`src/rtl/bcd_digit_entry.sv`:
```
// bcd_digit_entry: keypad digit accumulator producing a packed BCD operand
// with clear, backspace and enter, committed via a one-cycle number_valid pulse.
module bcd_digit_entry #(
   parameter int DIGITS = 4
) (
   input  logic                  clk,
   input  logic                  rst,
   input  logic                  key_press,
   input  logic [3:0]            key_code,
   output logic [4*DIGITS-1:0]   bcd,
   output logic [2:0]            digit_count,
   output logic                  number_valid,
   output logic                  full_err
);
   localparam int W = 4 * DIGITS;
   localparam logic [2:0] CMAX = 3'(DIGITS);
   typedef enum logic {ENTRY, DONE} state_t;
   state_t state_q, state_d;
   logic [W-1:0] bcd_q, bcd_d;
   logic [2:0] cnt_q, cnt_d;
   logic nv_q, nv_d, fe_q, fe_d, key_prev_q;
   logic ev;
   assign ev = key_press & ~key_prev_q;
   always_ff @(posedge clk) begin
      if (rst) begin
         state_q    <= ENTRY;
         bcd_q      <= '0;
         cnt_q      <= '0;
         nv_q       <= 1'b0;
         fe_q       <= 1'b0;
         key_prev_q <= 1'b0;
      end else begin
         state_q    <= state_d;
         bcd_q      <= bcd_d;
         cnt_q      <= cnt_d;
         nv_q       <= nv_d;
         fe_q       <= fe_d;
         key_prev_q <= key_press;
      end
   end
   always_comb begin
      state_d = state_q;
      bcd_d   = bcd_q;
      cnt_d   = cnt_q;
      nv_d    = 1'b0;
      fe_d    = 1'b0;
      if (ev) begin
         if (key_code <= 4'd9) begin
            // a digit after a commit starts a fresh operand
            if (state_q == DONE) begin
               bcd_d   = W'(key_code);
               cnt_d   = (key_code == 4'd0) ? 3'd0 : 3'd1;
               state_d = ENTRY;
            end else if (cnt_q == CMAX) begin
               fe_d = 1'b1;
            end else if (cnt_q != 3'd0 || key_code != 4'd0) begin
               bcd_d = {bcd_q[W-5:0], key_code};
               cnt_d = cnt_q + 3'd1;
            end
         end else if (key_code == 4'hA) begin
            bcd_d   = '0;
            cnt_d   = '0;
            state_d = ENTRY;
         end else if (key_code == 4'hB) begin
            if (state_q == ENTRY && cnt_q != 3'd0) begin
               bcd_d = bcd_q >> 4;
               cnt_d = cnt_q - 3'd1;
            end
         end else if (key_code == 4'hC) begin
            nv_d    = 1'b1;
            state_d = DONE;
         end
      end
   end
   assign bcd          = bcd_q;
   assign digit_count  = cnt_q;
   assign number_valid = nv_q;
   assign full_err     = fe_q;
endmodule

```
`config.mk`:
```
export PLATFORM = sky130hd
export DESIGN_NAME = bcd_digit_entry
export DESIGN_NICKNAME = d
export VERILOG_FILES = /design/src/rtl/bcd_digit_entry.sv
export SDC_FILE = /design/constraint.sdc
export NUM_CORES = 1
export LEC_CHECK = 0
export ABC_AREA = 0
export CAP_MARGIN = 15
export CORE_UTILIZATION = 50
export DETAILED_ROUTE_END_ITERATION = 16
export PLACE_DENSITY = 0.8
export SYNTH_ARGS = -nofsm -noshare
export SYNTH_HDL_FRONTEND = slang
export SYNTH_SLANG_ARGS = --single-unit
```
`constraint.sdc`:
```
create_clock -name clk -period 4.3 [get_ports clk]
set_input_delay 0.645 -clock clk [delete_from_list [all_inputs] [get_ports clk]]
set_output_delay 0.645 -clock clk [all_outputs]
set_load 0.005 [all_outputs]
```
* Word level (Yosys, flattened, before mapping)
Index checks and enable logic that the tools add are counted.
Storage, ports and cells: register bits 23, input bits 7, word-level logic and storage cells 54
Cells by class: $add $sub $neg 2, $lt $le $gt $ge 1, equality and inequality tests 7, mux-type cells 21, bitwise gates (word level) 5, reduce and logical (&&, ||, !) cells 12
Operator list (number):
- 2-to-1 mux 16 bit | 7
- 2-to-1 mux 3 bit | 7
- equality test 4 bit (second input constant) | 3
- nonzero test 3 bit | 4
- 2-to-1 mux 1 bit | 7
- inequality test 3 bit (second input constant) | 2
- AND reduction 5 bit | 1
- OR reduction 5 bit | 1
- less-or-equal comparator 4 bit (second input constant) | 1
- logical NOT 4 bit | 1
- NOT 1 bit | 4
- nonzero test 4 bit | 1
- OR reduction 4 bit | 1
- adder 3 x 1 -> 3 bit (second input constant) | 1
- equality test 3 bit (second input constant) | 1
- inequality test 3 x 2 -> 1 bit (second input constant) | 1
- AND reduction 3 bit | 1
- subtractor 3 x 1 -> 3 bit (second input constant) | 1
- AND 1 bit | 1
- logical AND 1 bit | 1
- logical OR 1 bit | 1

* Depth between registers and ports, before layout
depth in word-level cells 6, mapped depth 8, gate-level depth less buffers 6

* Least setup slack after synthesis
OpenSTA, ideal clock, no wires.
path type input to register, start point input key_code[1], end point register cnt_q[1] (netlist: digit_count[1]), arrival time 1.682 ns, data required time 4.164 ns, path slack 2.482 ns, stages 8, path buffers 3, cells stage by stage buf_6 > o21ai_1 > o2111ai_1 > o2111a_1 > buf_6 > buf_6 > nor2_1 > a211oi_2
Between the ends: longest elaborated chain between the ends 4, elaborated cells between the ends (all ways) 12, classes of those cells order compare (1); eq/ne (4); mux (2); reduce/logical (5)
Ends and longest elaborated chain:
- from (decl) | RTL line 9 | input logic [3:0] key_code,
- branches (longest 4 deep; another with less-or-equal comparator 4 bit)
- to (signal assigned) | RTL line 35 | cnt_q <= cnt_d;
- to (decl) | RTL line 20 | logic [2:0] cnt_q, cnt_d;
Parallel ways; which one is timed is not known. A chain may end at the register's enable or synchronous reset.

* Worst setup path after layout
start point input key_code[3], end point register cnt_q[2] (netlist: digit_count[2])
The elaborated chain is that of the path after synthesis.

==> reports/qor.txt <==
WL met2: 1.121 mm
core area: 2233 µm²
clk sink count: 23
Syn Nets: 141
Gate Count Post-Synth: 131
CTS clk-pin slew, worst paths: 0.12 ns
Hold-fix buffers, CTS: 0
CP max stage delay: 0.64 ns
TritonCTS clock tree: done
antenna cell count: 0
f_max: 0.3700 GHz
total CTS buffers: 3
area growth from synthesis to layout: 21.62%
R2R depth: 7
Die W: 50.71 µm
root buf cell: clkbuf_4
I/O pins: 28
family with the most delay on the worst path: compound AO/OA/AOI/OAI gates
WL met1: 1.151 mm
WHS Path Cells: 2
Worst-Margin Slew: 1.058 ns
register area: 460.4 µm²
via count: 1,011
Max Used Layer: met4
top cells by area, synth: dfxtp_1 39%, a211oi_2 14%, a21oi_1 5.5%
Met3 Wirelength: 96 µm
crit path cell chain: clkdlybuf4s50_1 > o21ai_1 > o2111ai_1 > o2111a_1 > buf_4 > a21oi_1 > a211oi_2
H-tree levels: 1
Max-Cap Viols: 0
Crit Path Max Fanout: 22
Nets: 163
share of cells above drive strength 1: 11.18%
dominant cell type by area after synthesis: dfxtp_1
critical path's slowest cell: clkdlybuf4s50_1
average size of a mapped cell: 9.054 µm²
largest net degree at the start of global routing: 23
Worst setup SP type: input port
Routed WL: 2.397 mm
headroom to the max-slew limit: 29.24%
Hold Path End: bcd[3]
antenna violation net count after detailed routing: 0
hold crit path type: register to register
R2R Path End: digit_count[2]
Min Clock Period, post-route: 2.702 ns
Power Density: 307.3 nW/µm²
kind of critical path: input port to register
setup tns final: 0 ns
final hold violation count: 0
Slew Viols, Final: 0
final setup fails: 0
Initial Utilization: 53.11%
final period utilization: 62.85%
run status: complete, no violations
Finished Layout Cells: 180
Clock Tree Buf Depth: 2
drt wl/cell: 13.32 µm
area of the multi-input gates: 624.3 µm²
# port buffers: 27
CP bufs+invs: 2
placed cells: 176
first-pass GRT wire length: 4.257 mm
Die ar.: 2571 µm²
hpwl dp: 1.681 mm
residual DRC count: 0
Pleak: 0.4660 nW
maximum VDD drop: 0.0002121 V
vias per inst: 5.617
antenna violations before repair: 0
First DRT Iteration DRCs: 28
Rows: 17
Critical Path AT: 2.93 ns
RD Place Congestion: 0.7915
Worst Clk Skew: 0.001094 ns
Worst-Skew Late Latency: 0.31 ns
GRT overflow: 0
fill count: 197
DRT Pass-1 Iters: 4
YS warnings: 0
Hold Path Origin: bcd[3]
postcts setup bufs: 0
worst r2r src: digit_count[0]
Req. time, crit path: 4.52 ns
Setup crit end kind: register
RSZ-0062 raised after global routing: no
register-to-register setup slack: 2.00 ns
Post-Syn Area: 1186 µm²
Seq cells post-synth: 23
DIE HEIGHT: 50.71 µm
All-Layer GR Usage: 21.76%
Synth top area share: 38.82%
Seq/Total Area, Yosys: 38.82%
post-synth cell types: 26
post_cts resized: 0
vias in the first global route: 960
## flip-flops by register name, summed over array words and instances (netlist names)
register,cells
digit_count,3
full_err,1
key_prev_q,1
state_q,1
bcd,16
number_valid,1
## power breakdown
| part | leakage (nW) | total, W | switching [W] | internal (W) |
|---|---|---|---|---|
| clock network | 0.0150 | 0.0000999 | 0.0000637 | 0.0000362 |
| registers | 0.188 | 0.000239 | 0.0000127 | 0.000226 |
| logic | 0.263 | 0.000105 | 0.0000525 | 0.0000523 |
## Yosys cell counts
| master | instances |
|---|---|
| a211oi_2 | 13 |
| a21oi_1 | 13 |
| a22o_1 | 1 |
| a22oi_1 | 8 |
| and2_0 | 1 |
| buf_2 | 3 |
| buf_4 | 2 |
| buf_6 | 4 |
| clkbuf_1 | 2 |
| dfxtp_1 | 23 |
| ha_1 | 3 |
| inv_1 | 5 |
| mux2i_1 | 1 |
| nand2_1 | 5 |
| nand2b_1 | 9 |
| nand3_1 | 6 |
| nor2_1 | 13 |
| nor2b_1 | 5 |
| nor3_1 | 2 |
| nor4_1 | 3 |
| o2111a_1 | 1 |
| o2111ai_1 | 1 |
| o21ai_0 | 4 |
| o21ai_1 | 1 |
| o22ai_1 | 1 |
| o311ai_1 | 1 |
## worst min-delay path: cells and delay by family (launching register included)
kind	cells	cell delay, ns
compound gates	1	0.05
flops	1	0.34
simple gates	1	0.07
## per-layer routing
metal | up-vias | GRT usage [%]
met5 | - | 0
met3 | 4 | 3.636
met1 | 473 | 27.32
li1 | 510 | -
met2 | 24 | 36.89
met4 | 0 | 8.333
## kinds of logic (layout without fill, tap and decap cells)
| family | Yosys count | after routing | share of synthesized area [%] |
|---|---|---|---|
| flip-flops | 23 | 23 | 38.82 |
| AO/OA/AOI/OAI | 44 | 44 | 30.06 |
| adder cells (fa/ha/maj) | 3 | 3 | 3.165 |
| AND/OR/NAND/NOR | 44 | 44 | 18.57 |
| buffers and inverters | 16 | 37 | 8.544 |
| multiplexers | 1 | 1 | 0.8439 |
## per-stage QoR
stage               instance area [µm²]  setup slack (ns)  util [%]  total power, W  hold slack (ns)
global route                       1443             1.381     64.59       0.0004692           0.5235
CTS                                1443             1.616     64.59       0.0004455           0.4975
floorplan                          1186             2.482         -       0.0003123           0.4739
finish                             1443             1.598     64.59       0.0004434           0.4959
global placement                   1416             1.404     63.42       0.0003449           0.4715
detailed placement                 1416             1.295     63.42       0.0003483           0.4781
## cell usage in the layout, fill, tap and decap left out, types with 4 or more instances in the layout
master	n
a211oi_2	13
a21oi_1	13
a22oi_1	8
clkdlybuf4s50_1	27
dfxtp_1	23
inv_1	5
nand2_1	5
nand2b_1	9
nand3_1	6
nor2_1	13
nor2b_1	5
o21ai_0	4
## worst max-delay path by stage
stage,startpoint,endpoint,slack [ns],cells past startpoint
floorplan,key_code[1],digit_count[1],2.48,8
global placement,key_code[1],digit_count[2],1.40,7
detailed placement,key_code[3],digit_count[2],1.30,7
CTS,key_code[3],digit_count[2],1.62,7
global route,key_code[3],bcd[15],1.38,7
finish,key_code[3],digit_count[2],1.60,7
## area by class of cell
class                      instances  share of cell area (%)
timing repair buffer              28                   19.25
multi-input combinational         92                   43.28
sequential                        23                   31.92
clock buffer                       4                   1.821
inverter                           5                   1.301
tap                               28                   2.428
No activity file was read; power rests on OpenSTA's default activity.
